--- src/rtl/conv_encoder_mapper.sv ---
// conv_encoder_mapper: differential precoder + K-stage rate-1/2 convolutional encoder,
// puncturing to 1/2, 2/3, 3/4 or 7/8, and mapping of coded bit pairs onto QPSK I/Q samples.
// Ports: clk/reset_n (sync, active-low); i_code_rate/i_diff_en config; i_vld/i_bit/o_rdy bit input;
//        o_vld/o_data_I/o_data_Q/i_rdy symbol output (bit 0 -> +AMP, bit 1 -> -AMP, first bit on I).
// Latency: a bit that completes a pair at edge t gives o_vld after edge t+1.
// Backpressure: a 4-bit queue sits between encoder and output register; o_rdy is high while <= 2 bits are queued.
module conv_encoder_mapper #(
  parameter int                K        = 7,
  parameter logic [K-1:0]      G0       = 7'o171,
  parameter logic [K-1:0]      G1       = 7'o133,
  parameter int                IQ_WIDTH = 10,
  parameter int                AMP      = 200
) (
  input  logic                clk,
  input  logic                reset_n,
  input  logic [1:0]          i_code_rate,
  input  logic                i_diff_en,
  input  logic                i_vld,
  input  logic                i_bit,
  output logic                o_rdy,
  output logic                o_vld,
  output logic [IQ_WIDTH-1:0] o_data_I,
  output logic [IQ_WIDTH-1:0] o_data_Q,
  input  logic                i_rdy
);

  localparam logic [IQ_WIDTH-1:0] POS = IQ_WIDTH'(AMP);
  localparam logic [IQ_WIDTH-1:0] NEG = IQ_WIDTH'(-AMP);

  // Keep pattern {keep_x, keep_y} for a given rate and puncture phase.
  function automatic logic [1:0] keep_f(input logic [1:0] r, input logic [2:0] p);
    logic [1:0] k;
    k = 2'b11;
    case (r)
      2'd1: k = (p == 3'd0) ? 2'b11 : 2'b01;
      2'd2: case (p)
              3'd0:    k = 2'b11;
              3'd1:    k = 2'b01;
              default: k = 2'b10;
            endcase
      2'd3: case (p)
              3'd0:             k = 2'b11;
              3'd4, 3'd6:       k = 2'b10;
              default:          k = 2'b01;
            endcase
      default: k = 2'b11;
    endcase
    return k;
  endfunction

  function automatic logic [2:0] last_phase_f(input logic [1:0] r);
    case (r)
      2'd1:    return 3'd1;
      2'd2:    return 3'd2;
      2'd3:    return 3'd6;
      default: return 3'd0;
    endcase
  endfunction

  logic [1:0]          rate_q, rate_d;
  logic                diff_q, diff_d;
  logic                prev_q, prev_d;   // last precoded bit d[n-1]
  logic [K-2:0]        sr_q, sr_d;       // d[n-1] at MSB .. d[n-K+1] at LSB
  logic [2:0]          ph_q, ph_d;
  logic [3:0]          qb_q, qb_d;       // bit queue, oldest bit at index 0
  logic [2:0]          cnt_q, cnt_d;
  logic                rdy_q, rdy_d;
  logic                vld_q, vld_d;
  logic [IQ_WIDTH-1:0] i_q, i_d, q_q, q_d;

  logic         accept, d_bit, enc_x, enc_y, pop, idle, cfg_chg;
  logic [1:0]   keep;
  logic [K-1:0] win;

  assign accept  = i_vld & rdy_q;
  assign d_bit   = diff_q ? (i_bit ^ prev_q) : i_bit;
  assign win     = {d_bit, sr_q};
  assign enc_x   = ^(win & G0);
  assign enc_y   = ^(win & G1);
  assign keep    = keep_f(rate_q, ph_q);
  // Pop uses the count before this edge's pushes, so a freshly pushed pair waits one edge.
  assign pop     = (cnt_q >= 3'd2) && (!vld_q || i_rdy);
  assign idle    = !i_vld && (cnt_q == 3'd0) && !vld_q;
  assign cfg_chg = idle && ((i_code_rate != rate_q) || (i_diff_en != diff_q));

  always_comb begin
    qb_d   = qb_q;
    cnt_d  = cnt_q;
    rate_d = rate_q;
    diff_d = diff_q;
    prev_d = prev_q;
    sr_d   = sr_q;
    ph_d   = ph_q;
    vld_d  = vld_q;
    i_d    = i_q;
    q_d    = q_q;

    if (pop) begin
      qb_d  = {2'b00, qb_q[3:2]};
      cnt_d = cnt_q - 3'd2;
      vld_d = 1'b1;
      i_d   = qb_q[0] ? NEG : POS;
      q_d   = qb_q[1] ? NEG : POS;
    end else if (i_rdy) begin
      vld_d = 1'b0;
    end

    if (accept) begin
      // cnt_q <= 2 whenever a bit is accepted, so both writes land within the 4-bit queue.
      if (keep[1]) begin
        qb_d[cnt_d[1:0]] = enc_x;
        cnt_d            = cnt_d + 3'd1;
      end
      if (keep[0]) begin
        qb_d[cnt_d[1:0]] = enc_y;
        cnt_d            = cnt_d + 3'd1;
      end
      prev_d = d_bit;
      sr_d   = {d_bit, sr_q[K-2:1]};
      ph_d   = (ph_q == last_phase_f(rate_q)) ? 3'd0 : ph_q + 3'd1;
    end

    // Config is only sampled while idle; the encoder window deliberately survives a change.
    if (idle) begin
      rate_d = i_code_rate;
      diff_d = i_diff_en;
    end
    if (cfg_chg) begin
      prev_d = 1'b0;
      ph_d   = 3'd0;
    end

    rdy_d = (cnt_d <= 3'd2);
  end

  always_ff @(posedge clk) begin
    if (!reset_n) begin
      rate_q <= i_code_rate;
      diff_q <= i_diff_en;
      prev_q <= 1'b0;
      sr_q   <= '0;
      ph_q   <= 3'd0;
      qb_q   <= 4'd0;
      cnt_q  <= 3'd0;
      rdy_q  <= 1'b0;
      vld_q  <= 1'b0;
      i_q    <= '0;
      q_q    <= '0;
    end else begin
      rate_q <= rate_d;
      diff_q <= diff_d;
      prev_q <= prev_d;
      sr_q   <= sr_d;
      ph_q   <= ph_d;
      qb_q   <= qb_d;
      cnt_q  <= cnt_d;
      rdy_q  <= rdy_d;
      vld_q  <= vld_d;
      i_q    <= i_d;
      q_q    <= q_d;
    end
  end

  assign o_rdy    = rdy_q;
  assign o_vld    = vld_q;
  assign o_data_I = i_q;
  assign o_data_Q = q_q;

endmodule

--- config.mk ---
export PLATFORM = sky130hd
export DESIGN_NAME = conv_encoder_mapper
export DESIGN_NICKNAME = d
export VERILOG_FILES = /design/src/rtl/conv_encoder_mapper.sv
export SDC_FILE = /design/constraint.sdc
export NUM_CORES = 1
export LEC_CHECK = 0
export ABC_AREA = 1
export CAP_MARGIN = 20
export CORE_MARGIN = 5
export CORE_UTILIZATION = 52
export DETAILED_ROUTE_END_ITERATION = 8
export PLACE_DENSITY = 0.89
export RECOVER_POWER = 100
export SKIP_CTS_REPAIR_TIMING = 1
export SLEW_MARGIN = 10
export SYNTH_ARGS = -nofsm -noshare
export SYNTH_HDL_FRONTEND = slang
export SYNTH_SLANG_ARGS = --single-unit
--- constraint.sdc ---
create_clock -name clk -period 4.2 [get_ports clk]
set_clock_uncertainty 0.2 [all_clocks]
set_input_delay 0.84 -clock clk [delete_from_list [all_inputs] [get_ports clk]]
set_output_delay 0.84 -clock clk [all_outputs]
set_load 0.1 [all_outputs]
==> flow_results.org, run 1 <==
** GRT
- Global routing used 14.7% of the available tracks.
- Top Usage Layer GRT :: met2
- Maximum number of pins on one net before global-route repair :: 22
- Initial antenna violation count :: 0
- Overall overflow remaining after global route :: 0
- Number of global-route vias before repair :: 1496
- Wire length of the first global-routing pass :: 6020 um
- Grt met1 use :: 17.5%
- Met2 track demand over resource in global routing :: 26.8%
- Global routing consumed, on the met3 layer, 2.03% of the routing resources.

** Worst setup path
- The startpoint identified for the worst register-to-register timing path is cnt_q[1]$_SDFF_PN0_.
- Data on the critical path is required at its endpoint by 4.27 ns.
- The worst register-to-register path ends at o_rdy$_SDFF_PN0_.
- The most critical setup path has its startpoint at i_rdy.
- Element type at the critical path end :: flop
- Internal reg-to-reg setup slack :: 1.41 ns
- The critical path ends at o_rdy$_SDFF_PN0_.
- Of all nets on the critical path, the largest fanout is 12.
- Data arrival time at the worst-slack endpoint :: 3.35 ns
- Depth of the most critical reg-to-reg path :: 17
- The setup path with the least slack is of type primary input to flop.
- STA classifies the critical path startpoint as a primary input.

** Synth
- Mux share of post-synthesis cell area :: 0%
- Yosys mapped the design onto 33 distinct sky130hd cell types.
- For this run, asynchronously set or reset flops after synthesis account for 0%.
- The synthesized netlist devotes 5.44% of its cell area to adder and majority cells.
- Synth area leader :: dfxtp_1
- By area, the combinational part of the netlist is dominated by simple AND/OR/NAND/NOR gates.
- Sequential share of the synthesized area :: 31.0%
- Post-synthesis xor/xnor area fraction :: 6.19%
- Summing the areas of all compound-gate instances in the mapped netlist gives 10.5% of the synthesized area.
- Post-Synth Simple-Gate Area :: 32.4%
- In the synthesized netlist the dominant register cell turns out to be dfxtp_1.
- Cell count after synthesis :: 265
- Flip-flop and latch count after synthesis :: 27
- Ranked by total cell area, the synthesized netlist is headed by dfxtp_1 26%, nand2_1 13%, nor2_1 6.3%, buf_4 6.1%, ha_1 5.4%.
- Netlist Area Pre-Place :: 1840 um2
- Most frequent cell after synthesis :: nand2_1
- Number of synthesis warnings :: 0
- By count the netlist is led by 64 x nand2_1, 31 x nor2_1, 24 x dfxtp_1.
- Each instance of the synthesized netlist takes up on average 6.95 um2.
- Count of flip-flops with a built-in enable after synthesis :: 3
- Area share of the leading cell type in the synthesized netlist :: 26.1%

** Min path
- The worst hold path begins at o_data_Q[7]$_SDFFE_PN0P_.
- Hold Path Class :: flop to flop

** Floorplanning
- Effective utilization at floorplan :: 54.3%
- Chip width :: 69.5 um
- Cell Rows :: 21
- Die height :: 69.5 um
- DIE AREA :: 4830 um2
- The region available for standard cell placement spans 3390 um2.
- 30 I/O pins were placed.

** Timing
- The number of max-slew violations in the final report came to 0.
- Measured against its own limit, the worst slew margin works out to 34.4%.
- Setup TNS :: 0 ns
- After layout, the minimum clock period comes to 3.28 ns.
- Setup repair after global routing left no endpoint under its margin.
- At the pin with the least slew margin, the transition time is 0.981 ns.
- Count of final setup violators :: 0
- Part of the cycle the worst path needs :: 78.0%
- Achievable clock frequency :: 305 MHz
- Final hold vios :: 0

** Detailed routing
- Wire length after detailed routing :: 3480 um
- Count of vias placed by the detailed router :: 1572
- After detailed routing, the average wire length per cell comes to 10.7 um.
- Post-route antenna net violation count :: 0
- After detailed routing, the number of vias per cell comes to 4.84.
- The first detailed-routing pass took 4 iterations.
- For this block, the initial DRC count from the detailed router was 39.
- Post-route DRC violation count :: 0

** Clock network
- After clock tree synthesis, the clock-pin slew on the worst setup and hold paths is 0.15 ns.
- Number of clock buffers inserted by TritonCTS :: 3
- Clock tree from TritonCTS :: yes
- Clock latency of the later-clocked register in the worst-skew pair :: 0.33 ns
- Number of buffers on the longest clock path :: 2
- The cell sitting at the root of the clock tree is a clkbuf_4.
- Clock tree synthesis found a total of 27 sinks.
- CTS built an H-tree with a depth of 1.

** Place
- Final weighted congestion in routability-driven placement :: 0.887
- Half-perimeter wire length after detailed placement :: 2720 um
- Number of port buffers :: 23

** Cells and area
- Layout overhead on the synthesized area :: 9.86%
- Share of cells above drive strength 1 :: 9.32%
- The final layout contains 296 nets.
- Number of inserted diodes :: 0

** Flow run
- Max-cap violations :: 0

** Status
- The flow ran to the end, and the final reports show no timing, DRC or antenna violations.
cell type report:
type                       instances  area, um2
fill                             314       1370
tap                               46       57.6
multi-input combinational        191       1010
timing repair buffer              25        241
clock buffer                       4       26.3
inverter                          32        120
sequential                        27        571
sequential cells by signal, summed over array words and instances, names as in the netlist:
name,cells
diff_q,1
ph_q,3
sr_q,6
o_rdy,1
prev_q,1
o_vld,1
cnt_q,3
rate_q,2
o_data_Q,2
qb_q,4
o_data_I,3
worst max-delay path, cell delays in order:
cell           delay, ns
dlygate4sd3_1       0.54
inv_1               0.06
nand2_1             0.12
nand2_1             0.34
nand2_1             0.10
nand2_1             0.17
nand2_1             0.10
nand2_1             0.10
inv_1               0.06
ha_1                0.18
nand2_1             0.16
nand2_1             0.11
nand2_1             0.08
nand2_1             0.05
nand3_1             0.10
nand3_1             0.10
nor2_1              0.15
per-layer routing:
metal	wire length, um	up-vias	part of all wire [%]
li1	-	841	-
met1	1590	683	46
met2	1670	43	48
met3	173	5	5.0
met4	42	0	1.2
met5	0	-	0
layout by cell type, fill, tap and decap left out, types with 7 or more instances in the layout:
cell and count:
inv_1 24, dfxtp_1 24, xor2_1 10, nor2_1 31, nand2_1 66, nand2_2 7
o21ai_0 14, dlygate4sd3_1 21, ha_1 8, nand3_1 14, a21oi_1 12
stage by stage:
stage	utilization [%]	instance area (um2)	hold WS [ns]	worst slack (ns)	std cells
floorplan	-	1860	0.250	1.37	270
global placement	59.6	2020	0.258	1.12	321
detailed placement	59.6	2020	0.271	0.988	321
CTS	60.4	2050	0.295	1.26	325
global route	59.7	2020	0.326	0.653	325
finish	59.7	2020	0.289	0.924	325
how the worst min path moves through the flow:
stage / slack (ns) / end / cells past startpoint
final: 0.29 / o_data_Q[7]$_SDFFE_PN0P_ / 2
after global routing: 0.33 / o_data_I[7]$_SDFFE_PN0P_ / 2
after CTS: 0.30 / sr_q[2]$_SDFFE_PN0P_ / 2
after detailed placement: 0.27 / sr_q[2]$_SDFFE_PN0P_ / 2
after global placement: 0.26 / sr_q[2]$_SDFFE_PN0P_ / 2
after floorplan: 0.25 / sr_q[2]$_SDFFE_PN0P_ / 2
logic make-up after synthesis:
kind of cell,Yosys count
other,1
DFF,27
AOI/OAI and AO/OA,35
xor gates and xnor gates,13
and+or+nand+nor,129
adders and majority gates,8
buffers and inverters,52
Power of run 1 is left out: the tool's default activity adds up to more than one toggle a clock period on the data nets, which glitch-free logic cannot reach.
==> run 2, diff against run 1 <==
Settings changed: CORE_UTILIZATION 52 to 48, PLACE_DENSITY 0.89 to 0.87.
Clock period 4.2 ns to 2.9 ns, I/O delays scaled along.
==> flow_results.org, run 2 (synthesis gave the netlist of run 1 again) <==
** Worst setup path
- Depth of the most critical reg-to-reg path :: 16 (-1)
- The arrival time at the worst endpoint was 2.59 ns (-0.76 ns).
- The worst setup path is captured at a flop.
- Critical register-to-register path startpoint :: ph_q[0]$_SDFFE_PP0P_
- Critical Path Start Type :: flop
- CP max FO :: 6 (-6)
- Critical path type :: flop to flop
- The critical path starts at ph_q[0]$_SDFFE_PP0P_.
- Internal reg-to-reg setup slack :: 0.29 ns (-1.12 ns)
- Worst flop-to-flop path endpoint :: o_rdy$_SDFF_PN0_
- CP Data Required Time :: 2.88 ns (-1.39 ns)

** Floorplanning
- The cell row count was 22 (+4.8%).
- The height of the chip came to 71.9 um (+3.5%).
- I/O pin count :: 30 (unchanged)
- The initial core utilization was 49.9% (-4.4 points).
- Core area :: 3690 um2 (+8.8%)
- DIE AREA :: 5170 um2 (+7.1%)
- Chip width :: 71.9 um (+3.5%)

** Cells and area
- The number of flip-flops under the largest register name came to 6 (unchanged).
- The count of fill cells added during filler insertion came to 383 (+22%).
- The fraction of final layout cells sized beyond drive strength 1 came to 11.0% (+1.6 points).
- The final instance area came to 1980 um2 (-1.9%).
- The number of antenna repair diodes was 0 (unchanged).
- Commonest cells after routing, fill and taps aside :: 64 x nand2_1, 31 x nor2_1, 24 x inv_1, 24 x dfxtp_1, 20 x clkbuf_1
- Layout overhead on the synthesized area :: 7.75%
- Fin nets :: 300 (+1.4%)
- Most flops, register :: sr_q
- The library cell used most frequently in the layout, excluding fill and tap cells, is nand2_1.
- The area of combinational cells with multiple inputs was 1030 um2 (+2.0%).
- FF/Latch Area :: 571 um2 (unchanged)
- The non-filler instance count after layout came to 331 (+1.8%).
- The largest registers in the layout are sr_q (6), qb_q (4).

** Clock network
- The clock edge transition at the registers on the reported setup and hold paths is 0.09 ns (-0.06 ns).
- The TritonCTS sink count was 27 (unchanged).
- TritonCTS built the clock tree.
- Number of buffers on the longest clock path :: 2 (unchanged)
- Clock latency of the later-clocked register in the worst-skew pair :: 0.27 ns (-0.06 ns)
- The H-tree depth was 1 (unchanged).
- Cell chosen for the clock root :: clkbuf_8
- Number of clock buffers inserted by TritonCTS :: 3 (unchanged)

** Min path
- Hold EP :: o_data_Q[7]$_SDFFE_PN0P_
- Hold Path Class :: flop to flop
- The worst hold path begins at o_data_Q[7]$_SDFFE_PN0P_.
- The hold path depth came to 2 (unchanged).

** Detailed routing
- The post-route antenna net violation count is 0 (unchanged).
- The number of DRC markers after the initial detailed-route iteration was 61 (+56%).
- The final wirelength is 3640 um (+4.5%).
- Post-route DRC violation count :: 0 (unchanged)
- The total via count in the routed design came to 1622 (+3.2%).
- The detailed-routing iteration count for the pre-antenna-repair pass came to 4 (unchanged).
- The via density per instance was 4.90 (+1.3%).
- Routed length per instance :: 11.0 um (+2.6%)

** Timing
- The accumulated negative setup slack is 0 ns (unchanged).
- Post-route minimum period :: 2.61 ns
- Final Slew Violations :: 0 (unchanged)
- Part of the cycle the worst path needs :: 90.0%
- The worst slew margin relative to its limit is 22.5% (-12 points).
- Setup repair after global routing left no endpoint under its margin.
- Count of final setup violators :: 0 (unchanged)
- The hold violation count in the final report came to 0 (unchanged).
- The actual transition at the worst max-transition pin is 1.17 ns (+0.186 ns).
- Worst hold slack across all endpoints :: 0.282 ns (-0.00718 ns)
- For this run, the top clock speed supported by timing is 383 MHz.

** GRT
- Global-route usage over all layers :: 14.5% (-0.19 points)
- Initial antenna violation count :: 0 (unchanged)
- Wire length of the first global-routing pass :: 6160 um (+2.4%)
- Overall overflow remaining after global route :: 0 (unchanged)
- The maximum number of pins on one net before global-route repair came to 16 (-27%).
- Number of global-route vias before repair :: 1491 (-0.33%)

** Place
- Placed cells :: 327 (+1.9%)
- Final weighted congestion in routability-driven placement :: 0.880 (-0.80%)
- Half-perimeter wire length after detailed placement :: 2760 um (+1.5%)
- The number of port buffers was 23 (unchanged).
- Placed cell areas :: 2010 um2 (-0.37%)

** Flow run
- Max-cap violations :: 0 (unchanged)

** Status
- The flow ran to the end, and the final reports show no timing, DRC or antenna violations.
-- run 2: cell types whose count changed in the layout (fill, tap and decap cells not counted), moves of 2 or more --
cell / change
clkbuf_1: +18
clkbuf_4: -3
clkbuf_8: +3
dlygate4sd3_1: -16
nand2_1: -2
nand2_4: +2
o21ai_0: -2
o21ai_1: +2
-- run 2: critical path, cell delays in order (launching register included) --
cell     delay [ns]
dfxtp_1        0.44
inv_1          0.09
ha_1           0.25
nand2_2        0.11
nand2_1        0.06
nand2_1        0.10
nand3_2        0.10
nand2_1        0.13
nand2_1        0.08
nand2_1        0.09
inv_1          0.06
ha_1           0.26
or2_0          0.22
nand3_1        0.08
nand2_1        0.09
nor2_1         0.10
nor2_1         0.04
-- run 2: per-layer routing --
metal / share of wire [%] / track usage (%) / vias up
li1: - / - / 844
met1: 43 / 16.7 / 716
met2: 48 / 26.2 / 55
met3: 7.8 / 3.88 / 7
met4: 1.3 / 3.76 / 0
met5: 0 / 0 / -
-- run 2: worst max-delay path by stage --
| stage | end | slack (ns) | cells past startpoint |
|---|---|---|---|
| 3_3_place_gp | o_rdy$_SDFF_PN0_ | 0.14 | 14 |
| 3_5_place_dp | o_rdy$_SDFF_PN0_ | 0.04 | 15 |
| 4_1_cts | o_rdy$_SDFF_PN0_ | 0.30 | 16 |
| 5_1_grt | o_rdy$_SDFF_PN0_ | 0.05 | 20 |
| 2_1_floorplan | o_rdy$_SDFF_PN0_ | 0.07 | 13 |
| 6_report | o_rdy$_SDFF_PN0_ | 0.29 | 16 |
-- run 2: per-stage QoR --
stage	worst slack, ns	utilization, %
after floorplan	0.0742	-
after global placement	0.137	54.5
after detailed placement	0.0379	54.5
after CTS	0.299	55.8
after global routing	0.0491	53.8
final	0.291	53.8
-- run 2: cell type report --
| class | count | share of cell area (%) |
|---|---|---|
| Clock inverter | 1 | 0.252 |
| Inverter | 32 | 6.06 |
| Multi-Input combinational cell | 191 | 51.7 |
| Clock buffer | 3 | 2.08 |
| Timing Repair Buffer | 29 | 8.08 |
| Sequential cell | 27 | 28.8 |
| Tap cell | 48 | 3.03 |
Power of run 2 is left out for the same reason.
